**src/rtl/pfpu_f2i.sv**
```systemverilog
// pfpu_f2i: 3-stage IEEE-754 single -> signed int32 converter (C cast semantics).
// Stage 1 unpacks, stage 2 aligns the significand, stage 3 applies sign/saturation.
module pfpu_f2i #(
  parameter bit SATURATE = 1'b1
) (
  input  logic        sys_clk,
  input  logic        sys_rst_n,
  input  logic        alu_rst,
  input  logic [31:0] a,
  input  logic        valid_i,
  output logic [31:0] r,
  output logic        ovf,
  output logic        valid_o
);

  localparam int STAGES = 3;

  typedef struct packed {
    logic               sign;
    logic [23:0]        sig;
    logic signed [8:0]  e;
  } s1_t;

  typedef struct packed {
    logic        sign;
    logic        oor;
    logic [31:0] mag;
  } s2_t;

  logic [STAGES:1] vld_pipe;
  s1_t             s1_d, s1_q;
  s2_t             s2_d, s2_q;
  logic [31:0]     r_d;

  // Unpack: sign, hidden-bit significand, unbiased exponent.
  always_comb begin
    s1_d.sign = a[31];
    s1_d.sig  = {1'b1, a[22:0]};
    s1_d.e    = $signed({1'b0, a[30:23]}) - 9'sd127;
  end

  // Align: shift the significand into an integer magnitude, flag out-of-range.
  // Exponent 0 (zero/denormal) lands in the negative-e branch and yields 0.
  always_comb begin
    s2_d.sign = s1_q.sign;
    s2_d.oor  = 1'b0;
    s2_d.mag  = '0;
    if (s1_q.e[8]) begin
      s2_d.mag = '0;
    end else if (s1_q.e[7:0] <= 8'd23) begin
      s2_d.mag = {8'd0, s1_q.sig} >> (5'd23 - s1_q.e[4:0]);
    end else if (s1_q.e[7:0] <= 8'd30) begin
      s2_d.mag = {8'd0, s1_q.sig} << (s1_q.e[4:0] - 5'd23);
    end else if (s1_q.e[7:0] == 8'd31 && s1_q.sign && s1_q.sig == 24'h80_0000) begin
      // -2^31 is representable exactly; negation of 0x80000000 keeps it.
      s2_d.mag = 32'h8000_0000;
    end else begin
      s2_d.oor = 1'b1;
    end
  end

  // Sign/saturate: negate in-range magnitudes, substitute the out-of-range code.
  always_comb begin
    r_d = s2_q.sign ? (~s2_q.mag + 32'd1) : s2_q.mag;
    if (s2_q.oor) begin
      if (SATURATE) r_d = s2_q.sign ? 32'h8000_0000 : 32'h7FFF_FFFF;
      else          r_d = 32'h8000_0000;
    end
  end

  // Valid shift register; flush clears every stage and beats a same-cycle valid_i.
  always_ff @(posedge sys_clk or negedge sys_rst_n) begin
    if (!sys_rst_n)   vld_pipe <= '0;
    else if (alu_rst) vld_pipe <= '0;
    else              vld_pipe <= {vld_pipe[STAGES-1:1], valid_i};
  end

  // Stage 1/2 data only load under their valid; stale contents are harmless.
  always_ff @(posedge sys_clk) begin
    if (valid_i)     s1_q <= s1_d;
    if (vld_pipe[1]) s2_q <= s2_d;
  end

  // Output data register: cleared by reset only, never by flush.
  always_ff @(posedge sys_clk or negedge sys_rst_n) begin
    if (!sys_rst_n) begin
      r   <= '0;
      ovf <= 1'b0;
    end else if (vld_pipe[2]) begin
      r   <= r_d;
      ovf <= s2_q.oor;
    end
  end

  assign valid_o = vld_pipe[STAGES];

endmodule

```
**config.mk**
```make
export PLATFORM = sky130hd
export DESIGN_NAME = pfpu_f2i
export DESIGN_NICKNAME = d
export VERILOG_FILES = /design/src/rtl/pfpu_f2i.sv
export SDC_FILE = /design/constraint.sdc
export NUM_CORES = 1
export LEC_CHECK = 0
export BUFFER_PORTS_ARGS = -buffer_cell sky130_fd_sc_hd__buf_4
export CAP_MARGIN = 20
export CORE_MARGIN = 10
export CORE_UTILIZATION = 55
export DETAILED_ROUTE_END_ITERATION = 10
export PLACE_DENSITY = 0.75
export SYNTH_ARGS = -nofsm -noshare
export SYNTH_HDL_FRONTEND = slang
export SYNTH_SLANG_ARGS = --single-unit
```
**constraint.sdc**
```tcl
create_clock -name sys_clk -period 6.6 [get_ports sys_clk]
set_clock_uncertainty 0.05 [all_clocks]
set_input_delay 0.33 -clock sys_clk [delete_from_list [all_inputs] [get_ports sys_clk]]
set_output_delay 0.33 -clock sys_clk [all_outputs]
set_load 0.05 [all_outputs]
```
======== Yosys cells after proc, flatten, opt, wreduce, memory -nomap -nowiden ========
Index checks and enable logic that the tools add are counted.
storage, ports and cells
  bits in registers ....................... 103
  input bits .............................. 36
  output and inout port bits .............. 34
  word-level logic and storage cells ...... 31
operators by class
  equality and inequality tests ........... 1
  mux-type cells .......................... 8
  shifts and indexed selects .............. 2
  reductions and logical operators ........ 4
  $add $sub $neg .......................... 4
  bitwise gates (word level) .............. 1
  $lt $le $gt $ge ......................... 2
operators by type and width
  operator                                                                number
  32-bit two-way mux                                                      6
  32-bit by 1-bit adder with 32-bit output (second input constant)        1
  32-bit inverter                                                         1
  24-bit by 5-bit left shift with 32-bit output                           1
  24-bit by 5-bit >> shifter with 32-bit output                           1
  23-bit zero test                                                        1
  8-bit by 5-bit <= comparator with 1-bit output (second input constant)  2
  8-bit by 7-bit subtractor with 9-bit output (second input constant)     1
  8-bit by 5-bit equality test with 1-bit output (second input constant)  1
  5-bit subtractor (first input constant)                                 1
  5-bit subtractor (second input constant)                                1
  3-bit two-way mux                                                       1
  3-bit OR reduction                                                      1
  1-bit logical AND                                                       2
  1-bit two-way mux                                                       1

======== Depth between registers and ports, before layout ========
Gate-level depths: netlist (run 1).
  depth after elaboration ................. 6
  depth in mapped cells ................... 13

======== Least setup slack after synthesis (run 1) ========
Ideal clock, no wire load.
  kind .................................... register to register
  from .................................... reg s1_q[0] (netlist bit)
  to ...................................... reg s2_q[19] (netlist bit), data pin
  arrival ................................. 3130 ps
  buffers on the path ..................... 6
  data required time ...................... 6284 ps
  stages on the path, launching flop included .. 13
  slack ................................... 3154 ps
  path through ............................ edfxtp_1 clkbuf_1 buf_2 clkinv_1 buf_1 ha_1 clkbuf_1 buf_1 buf_2 mux2i_1 a21oi_1 a211oi_1 o22ai_1
between the ends
  word-level cells in the longest chain between the ends .. 4
  elaborated cells on any way between the ends .. 8
  classes of those cells .................. add/sub: 2; order compare: 2; shift: 2; mux: 2
RTL lines
  item                                           line  text
  start, declared                                31    s1_t s1_d, s1_q;
  start signal, assigned                         80    if (valid_i) s1_q <= s1_d;
  5-bit subtractor                               53    s2_d.mag = {8'd0, s1_q.sig} << (s1_q.e[4:0] - 5'd23);
  24-bit by 5-bit left shift with 32-bit output  53
  32-bit two-way mux                             52    end else if (s1_q.e[7:0] <= 8'd30) begin
  32-bit two-way mux *                           50    end else if (s1_q.e[7:0] <= 8'd23) begin
  end signal, assigned                           81    if (vld_pipe[1]) s2_q <= s2_d;
  end, declared                                  32    s2_t s2_d, s2_q;
Every way passes the cells marked *; elsewhere a longest branch is shown, timed or not.
A chain may end at the register's enable or synchronous reset.

======== Final worst setup path (run 1) ========
  from .................................... reg s1_q[0] (netlist bit)
  to ...................................... reg s2_q[18] (netlist bit), data pin
The elaborated chain is that of the path after synthesis.

==> flow_summary.toml, run 1 <==
[placement]
place_congestion = 1.01
dp_hpwl_um = 15200
io_buffers = 69
dp.cells = 917
pre_cts_ws_ns = 2.73

[pwr]
power.density_nw_per_um2 = 256
power.share.switching = 0.362
clkPwrFrac = 0.257
p_leak_nw = 2.94
p_int_mw = 1.30
total_power_mw = 2.04
p_sw_uw = 740
vdd_drop_max_v = 0.000136
pwr-share-comb = 0.334
seqPwrFrac = 0.409

[setup_path]
startpoint_type = "flip-flop"
max_stage_delay_ns = 0.68
cp_num_buf_inv = 3
critical_path_class = "flip-flop to flip-flop"
r2r-start = "s1_q[0]$_DFFE_PP_"
crit_path_start = "s1_q[0]$_DFFE_PP_"
cp_max_fo = 53
cp_top_family = "buffers and inverters"
cp_cell_sequence = "buf_4 -> clkinv_1 -> ha_1 -> buf_4 -> mux2_2 -> mux2_2 -> mux2i_1 -> and2_1 -> o21ai_0"
worstPathArrival_ns = 3.99
cpMaxStageDelayCell = "clkinv_1"
cp_data_required_time_ns = 6.62
setup.worst_path.end_class = "flip-flop"

[route]
wl_um = 20400
vias = 6141
wire_per_inst_um = 21.8
route.detailed.drc = 0
final_antenna_net_count = 0
drtPass1Iterations = 7
drt_iter0_drc = 671
viasPerCell = 6.57

[cts]
postCtsSetupRepairBufs = 0
numCtsBuffers = 9
cts_tree = "yes"
clock_sinks = 103
cts-root-buf = "clkbuf_16"
cts_max_path_buffers = 2
clk_latency_ns = 0.36
cts.clk_slew.worst_paths_ns = 0.07
cts_max_level = 3

[global_routing]
grt_pass1_wl_um = 32700
antenna_found_initial = 0
track_usage = 0.229
gr-total-overflow = 0
use_met2 = 0.385
grt_pass1_vias = 5942
grt.met3_usage = 0.0383
grt_max_degree = 54
grt-busiest-layer = "met2"
gr-usage-met1 = 0.275

[final_layout]
nFillCells = 1067
nets = 799
drive_above_1_share = 0.188
fin_cells = 934
diodes = 0
synthToLayoutAreaGrowth_pct = 13.0
fin_util = 0.633

[logic_synthesis]
yosysSeqAreaShare = 0.414
synth-edff-count = 67
syn_avg_cell_area_um2 = 9.85
ys_types = 64
synth_area_um2 = 7040
ys_seq_elements = 103
async_reset_ff_frac = 0.350
syn-num-nets = 757
yosys_warnings = 0
postSynthCellCount = 715
synthFlopType = "edfxtp_1"

[floorplan]
dieArea_um2 = 17700
num_rows = 41
core-area_um2 = 12600
pin_count = 70
initial_utilization = 0.560
die_h_um = 133
die_x_um = 133

[timing]
finalCriticalPeriod_ns = 3.97
slew_headroom = 0.264
timing.fmax_mhz = 252
fin_setup_tns_ns = 0
setup_viol = 0
fin_crit_sh = 0.601
rsz0062_at_grt = "no"
hold_viol_final = 0
tightest_slew_ns = 1.10
drv_slew = 0
fin_ws_ns = 2.63

[run]
cap_violations = 0

[worst_hold_path]
hold_class = "primary input to flip-flop"
hold_start = "alu_rst"

[outcome]
status = "finished clean"
[sequential cells by signal (all words and copies together), names as in the netlist]
name	cells
vld_pipe	3
ovf	1
s1_q	33
r	32
s2_q	34
[power by group through the flow]
stage | logic [mW] | registers, mW | clock network, mW
finish | 0.682 | 0.834 | 0.525
global route | 0.731 | 0.843 | 0.562
floorplan | 0.347 | 0.961 | 0
CTS | 0.679 | 0.832 | 0.535
global placement | 0.673 | 0.842 | 0
detailed placement | 0.676 | 0.845 | 0
[cells in the final DEF (no fill, tap or decap), types with 4 or more instances in the layout]
cell type,count
buf_4,82
nor2_1,70
mux2i_1,68
edfxtp_1,67
nand2_1,48
o21ai_0,42
a21oi_1,41
dfrtp_1,36
inv_1,24
mux2_2,23
nor3_1,21
nor4_1,18
mux4_2,16
o221ai_1,15
nand3_1,15
a31oi_1,13
a211oi_1,13
nand4_1,10
xnor2_1,9
o22ai_1,9
clkbuf_16,9
xor2_1,7
o211ai_1,7
o21a_1,7
nor2b_1,7
ha_1,6
o31ai_1,5
and2_1,5
nand2b_1,4
[synthesized netlist by cell type, drive strengths merged, types with 7 or more instances]
cell / count / share of area
o221ai: 15 / 0.019
buf: 18 / 0.013
edfxtp: 67 / 0.29
o211ai: 7 / 0.0075
xor2: 7 / 0.0087
nor2: 70 / 0.037
nor3: 22 / 0.016
a31oi: 13 / 0.012
o21a: 7 / 0.0075
clkbuf: 34 / 0.018
a21oi: 41 / 0.029
dfrtp: 36 / 0.13
nand2: 48 / 0.026
nand3: 15 / 0.011
nand4: 10 / 0.0089
xnor2: 9 / 0.011
nor4: 20 / 0.020
mux2: 23 / 0.037
inv: 25 / 0.013
o21ai: 43 / 0.031
a211oi: 13 / 0.014
mux4: 16 / 0.051
o22ai: 9 / 0.0080
nor2b: 7 / 0.0062
mux2i: 68 / 0.097
[cells by family (layout without fill, tap and decap cells)]
group           count (synthesis)  in the layout  synth area share
simple gates                  221            221             0.155
compound gates                184            184             0.172
mux                           107            107             0.185
flops                         103            103             0.414
buf+inv                        78            125            0.0446
xor+xnor                       16             16            0.0199
fa+ha+maj                       6              6            0.0107
[final timing paths]
path                                               end  cells past startpoint  slack, ns
worst max-delay path            s2_q[18]$_SDFFCE_PP0P_                      9       2.63
worst min-delay path             vld_pipe[1]$_DFF_PN0_                      2       0.08
worst max register to register  s2_q[18]$_SDFFCE_PP0P_                      9       2.63
worst min register to register        r[7]$_DFFE_PN0P_                      1       0.43
max in group asynchronous            r[23]$_DFFE_PN0P_                      2       5.76
min in group asynchronous        vld_pipe[3]$_DFF_PN0_                      2       0.41
[area by class of cell]
cell class                      instances  area, um^2  area share
Inverter                               26        97.6      0.0123
Sequential cell                       103        2910       0.366
Tap cell                              172         215      0.0270
Multi-Input combinational cell        534        3820       0.480
Clock buffer                           10         229      0.0288
Timing Repair Buffer                   83         626      0.0786
Clock inverter                          6        58.8     0.00739
[timing repair]
action                                  CTS  global route
hold buffers                              1             0
endpoints found under the hold margin    36             0
endpoints found under the setup margin    0             0
gates resized for setup                   0             0
[through the flow]
| step | hold slack (ns) | cell area, um^2 |
|---|---|---|
| 2_1_floorplan | -0.0156 | 7040 |
| 3_3_place_gp | 0.243 | 7660 |
| 3_5_place_dp | 0.261 | 7660 |
| 4_1_cts | 0.0805 | 7960 |
| 5_1_grt | 0.0900 | 7960 |
| 6_report | 0.0840 | 7960 |
[routing by layer]
layer / part of all wire / wire length (um) / vias up
met3: 0.062 / 1270 / 62
met2: 0.49 / 10000 / 289
li1: - / - / 2821
met1: 0.40 / 8120 / 2969
met5: 0 / 0 / -
met4: 0.048 / 979 / 0
Note: power is estimated with default switching activity, not from simulation.
==> inputs of run 2 (changes only) <==
- ABC_AREA: not set -> 1
- clock period: 6.6 -> 4.1 ns (I/O delays scaled with it)
==> run 2 against run 1 <==
  * Sequential power increased by 59%
  * Non-clock buffer count increased by 21
  * Design area increased by 2.8%
  * Sequential share of layout area decreased by 1.0 points
  * Final cell count increased by 33%
  * Die area about the same
  * Clock power increased by 66%
  * Wire length increased by 9.2%
  * Synthesized area increased by 0.11%
  * Hold slack got worse by 0.013 ns
  * Combinational power increased by 74%
  * Global-route usage increased by 2.5 points
  * Critical endpoint is now s2_q[25]$_SDFFCE_PP0P_
==> flow_summary.toml, run 2 <==
[route]
drt_iter0_drc = 760
wl_um = 22300
final_antenna_net_count = 0
route.detailed.drc = 0
vias = 7218
drtPass1Iterations = 6
viasPerCell = 5.80
wire_per_inst_um = 17.9

[timing]
setup_viol = 0
fin_crit_sh = 0.720
drv_slew = 0
rsz0062_at_grt = "no"
hold_viol_final = 0
slew_headroom = 0.322
fin_setup_tns_ns = 0
finalCriticalPeriod_ns = 2.95
timing.fmax_mhz = 339
tightest_slew_ns = 1.02

[logic_synthesis]
yosysMostFrequentCell = "nand2_1"
synthFlopType = "edfxtp_1"
synthTopCellsByCount = "302 x nand2_1, 122 x nand3_1, 105 x nor2_1, 71 x a21oi_1, 67 x edfxtp_1"
postSynthCellCount = 999
async_reset_ff_frac = 0.350
ys_types = 40
ys_top_cells_by_area = "edfxtp_1 29%, nand2_1 16%, dfrtp_1 13%"
synth_top_area_frac = 0.286
yosysTopAreaCell = "edfxtp_1"
yosys_warnings = 0
syn_avg_cell_area_um2 = 7.05
synth_area_um2 = 7050
synth-edff-count = 67
ys_seq_elements = 103
yosysSeqAreaShare = 0.413
syn-num-nets = 1041

[global_routing]
grt_pass1_wl_um = 36300
track_usage = 0.254
antenna_found_initial = 0
gr-total-overflow = 0
grt_max_degree = 41
grt_pass1_vias = 6962

[pwr]
p_leak_nw = 3.63
vdd_drop_max_v = 0.000258
power.density_nw_per_um2 = 414

[setup_path]
startpoint_type = "flip-flop"
cp_max_fo = 22
worstPathArrival_ns = 3.10
critical_path_class = "flip-flop to flip-flop"
setup.worst_path.end_class = "flip-flop"
rrSetupSlack_ns = 1.15
cp_data_required_time_ns = 4.25

[floorplan]
die_x_um = 133
pin_count = 70
dieArea_um2 = 17700
num_rows = 41
die_h_um = 133
initial_utilization = 0.561
core-area_um2 = 12600

[outcome]
status = "finished clean"

[cts]
cts-root-buf = "clkbuf_16"
clock_sinks = 103
numCtsBuffers = 9
cts_max_level = 3
cts_max_path_buffers = 2
cts_tree = "yes"
clk_latency_ns = 0.36
cts.clk_slew.worst_paths_ns = 0.07

[run]
cap_violations = 0

[placement]
place_congestion = 0.989
dp_hpwl_um = 17200
io_buffers = 69

[final_layout]
largestRegisters = "s2_q x34, s1_q x33, r x32"
fin_util = 0.651
regMostFlops = "s2_q"
multiInputGateArea_um2 = 3640
final_common_cell = "nand2_1"
diodes = 0
nets = 1109
final_cell_mix = "302 x nand2_1, 122 x nand3_1, 105 x nor2_1"
nFillCells = 1126
seq_area_um2 = 2910
synthToLayoutAreaGrowth_pct = 16.1
largest_reg_flops = 34
drive_above_1_share = 0.106

[worst_hold_path]
hold_class = "primary input to flip-flop"
==> run 2: cell types whose count changed in the layout (fill, tap and decap cells not counted), moves of 25 or more <==
cell           before  now
nand3_1            15  122
nor2_1             70  105
a21oi_1            41   71
dlygate4sd3_1       1   26
inv_1              24   60
mux2i_1            68    5
nand2_1            48  302
==> run 2: logic make-up after synthesis <==
| kind of cell | count (synthesis) | share of synthesized area |
|---|---|---|
| xor+xnor | 10 | 0.0146 |
| simple gates | 574 | 0.343 |
| flops | 103 | 0.413 |
| compound gates | 182 | 0.141 |
| buf+inv | 119 | 0.0696 |
| mux | 5 | 0.00710 |
| fa+ha+maj | 6 | 0.0107 |
==> run 2: area by class of cell <==
type	count	area share
clock buffer	12	0.0289
clock inverter	4	0.00688
inverter	72	0.0330
multi-input combinational	777	0.445
sequential	103	0.356
tap	172	0.0263
timing repair buffer	104	0.103
==> run 2: layer usage <==
| metal | share of wire | track usage |
|---|---|---|
| met3 | 0.079 | 0.0492 |
| met5 | 0 | 0 |
| met4 | 0.053 | 0.148 |
| met1 | 0.39 | 0.298 |
| met2 | 0.48 | 0.424 |
==> run 2: critical path: stages (launching register included) <==
cell and delay (ns):
edfxtp_1 0.87, nand2_2 0.26, inv_2 0.15, nand3_1 0.07, nand2_1 0.40, nand2_1 0.37
inv_2 0.25, nand3_1 0.11, nand2_1 0.09, inv_2 0.03, a21oi_1 0.12
==> run 2: path summary, 6_finish.rpt <==
kind                            cells past startpoint                      to              start
worst max-delay path                               10  s2_q[25]$_SDFFCE_PP0P_  s1_q[2]$_DFFE_PP_
worst min register to register                      2        r[1]$_DFFE_PN0P_   r[1]$_DFFE_PN0P_
worst min-delay path                                2       s1_q[0]$_DFFE_PP_              a[23]
max in group asynchronous                           2       r[29]$_DFFE_PN0P_          sys_rst_n
min in group asynchronous                           2         ovf$_DFFE_PN0P_          sys_rst_n
worst max register to register                     10  s2_q[25]$_SDFFCE_PP0P_  s1_q[2]$_DFFE_PP_
==> run 2: stage by stage <==
step	hold WS (ns)	power, mW	area [um^2]	instances	setup slack [ns]
after global routing	0.0796	3.57	8180	1244	0.967
after detailed placement	0.132	2.51	7630	1202	1.26
after global placement	0.127	2.51	7630	1202	1.23
final	0.0713	3.39	8180	1244	1.15
after CTS	0.0671	3.38	8180	1244	1.24
after floorplan	-0.141	2.15	7050	999	1.83
==> run 2: what timing repair did <==
| action | CTS | global route |
|---|---|---|
| hold buffers | 26 | 0 |
| setup buffers | 0 | 0 |
| resized for setup | 0 | 0 |
| endpoints found under the hold margin | 63 | 0 |
==> run 2: report_power, final <==
part | total, mW | internal (mW) | leakage (nW) | switching (mW)
Sequential | 1.33 | 1.23 | 1.01 | 0.103
Combinational | 1.19 | 0.357 | 2.47 | 0.833
Clock | 0.870 | 0.478 | 0.141 | 0.392
Total | 3.39 | 2.06 | 3.63 | 1.33
==> inputs of run 3 (changes only) <==
- CORE_UTILIZATION: 55 -> 54
- PLACE_DENSITY: 0.75 -> 0.77
- clock period: 4.1 -> 2.6 ns (I/O delays scaled with it)
==> run 3 against run 2 <==
  * Wire length fell by 7.4%
  * Die area up 1.6%
  * First-iteration DRC count increased by 24%
  * Highest routed layer unchanged
  * Register-to-register slack lost 0.86 ns
  * Critical path type unchanged
  * Combinational power grew 61%
==> flow_summary.toml, run 3 (same netlist as run 2, synthesis figures left out) <==
[outcome]
status = "finished clean"

[placement]
dpl_cell_area_um2 = 7730
dp_hpwl_um = 15800
io_buffers = 69
dp.cells = 1216
place_congestion = 1.07

[timing]
finalCriticalPeriod_ns = 2.31
slew_headroom = 0.589
fin_setup_tns_ns = 0
rsz0062_at_grt = "no"
holdWs_ns = 0.0140
setup_viol = 0
hold_viol_final = 0
timing.fmax_mhz = 433
fin_crit_sh = 0.888
drv_slew = 0
tightest_slew_ns = 0.616

[global_routing]
track_usage = 0.229
antenna_found_initial = 0
grt_pass1_vias = 6664
gr-total-overflow = 0
grt_pass1_wl_um = 33400
grt_max_degree = 42

[setup_path]
startpoint_type = "flip-flop"
cpMaxStageDelayCell = "edfxtp_1"
worstPathArrival_ns = 2.47
cp_top_family = "buffers and inverters"
cp_num_buf_inv = 3
max_stage_delay_ns = 0.40
cp_data_required_time_ns = 2.76
cp_cell_sequence = "inv_2 -> ha_1 -> inv_1 -> buf_4 -> mux2i_1 -> nand2_1 -> nand3_1 -> nand3_1 -> a21oi_1"
cp_max_fo = 12
setup.worst_path.end_class = "flip-flop"
critical_path_class = "flip-flop to flip-flop"
crit_path_frequent_cell = "nand3_1"

[pwr]
vdd_drop_max_v = 0.000341
p_leak_nw = 3.69
pwr-share-comb = 0.363
power.density_nw_per_um2 = 636
p_sw_mw = 2.04
clkPwrFrac = 0.245
p_int_mw = 3.23
power.share.switching = 0.387
seqPwrFrac = 0.392

[final_layout]
synthToLayoutAreaGrowth_pct = 17.5
seq_area_um2 = 2910
drive_above_1_share = 0.117
design_area_um2 = 8280
nFillCells = 1143
final_cell_mix = "302 x nand2_1, 122 x nand3_1, 105 x nor2_1"
nets = 1124
diodes = 0
largestRegisters = "s2_q x34, s1_q x33, r x32"
multiInputGateArea_um2 = 3640
regMostFlops = "s2_q"
largest_reg_flops = 34
fin_cells = 1259
final_common_cell = "nand2_1"

[cts]
cts.clk_slew.worst_paths_ns = 0.06
numCtsBuffers = 9
cts_max_level = 3
clock_sinks = 103
cts_max_path_buffers = 2
clk_latency_ns = 0.36
cts-root-buf = "clkbuf_16"
cts_tree = "yes"
postCtsResizedCells = 0

[route]
wire_per_inst_um = 16.4
viasPerCell = 5.72
final_antenna_net_count = 0
vias = 7203
route.detailed.drc = 0
drt_iter0_drc = 943
drtPass1Iterations = 8
wl_um = 20600

[worst_hold_path]
hold_class = "primary input to flip-flop"

[floorplan]
initial_utilization = 0.554
die_x_um = 134
die_h_um = 134
core-area_um2 = 12700
num_rows = 41
dieArea_um2 = 18000
pin_count = 70

[run]
cap_violations = 0
run 3: per-layer routing:
metal,routed length (um),global-route usage
met1,8240,0.272
met2,9450,0.370
met3,1910,0.0523
met4,1020,0.134
met5,0,0
run 3: worst paths after layout:
kind                       slack, ns  depth (start not counted)                      to              start
max in group asynchronous       1.98                          2       r[28]$_DFFE_PN0P_          sys_rst_n
hold / removal                  0.01                          2       s1_q[8]$_DFFE_PP_              a[30]
setup reg to reg                0.29                          9  s2_q[24]$_SDFFCE_PP0P_  s1_q[0]$_DFFE_PP_
setup / recovery                0.29                          9  s2_q[24]$_SDFFCE_PP0P_  s1_q[0]$_DFFE_PP_
min in group asynchronous       0.21                          2       r[31]$_DFFE_PN0P_          sys_rst_n
hold reg to reg                 0.44                          2       r[31]$_DFFE_PN0P_  r[31]$_DFFE_PN0P_
run 3: cell type report:
cell class,count,area share
Clock inverter,2,0.00181
Sequential cell,103,0.352
Clock buffer,14,0.0320
Multi-Input combinational cell,777,0.440
Timing Repair Buffer,119,0.116
Inverter,72,0.0326
Tap cell,172,0.0260
run 3: through the flow:
stage / power, mW / util / setup WS (ns)
2_1_floorplan: 3.38 / - / 0.328
3_5_place_dp: 3.94 / 0.608 / 0.393
5_1_grt: 5.56 / 0.651 / 0.145
6_report: 5.27 / 0.651 / 0.291
4_1_cts: 5.27 / 0.651 / 0.367
3_3_place_gp: 3.93 / 0.608 / 0.406
run 3: power by group through the flow:
stage,registers (mW),logic (mW),clock network (mW)
floorplan,2.43,0.953,0
global route,2.09,2.08,1.40
global placement,2.09,1.84,0
finish,2.06,1.91,1.29
CTS,2.06,1.88,1.32
detailed placement,2.10,1.84,0
run 3: timing repair:
item | CTS | global route
hold buffers | 27 | 0
buffers inserted | 0 | 0
hold endpoints to repair | 64 | 0
endpoints found under the setup margin | 0 | 0
run 3: worst register-to-register path: cells and delay by family (launching register included):
| kind | cells | cell delay [ns] |
|---|---|---|
| muxes | 1 | 0.37 |
| and+or+nand+nor | 3 | 0.32 |
| AOI/OAI and AO/OA | 1 | 0.17 |
| buffers and inverters | 3 | 0.63 |
| adders and majority gates | 1 | 0.24 |
| DFF | 1 | 0.40 |
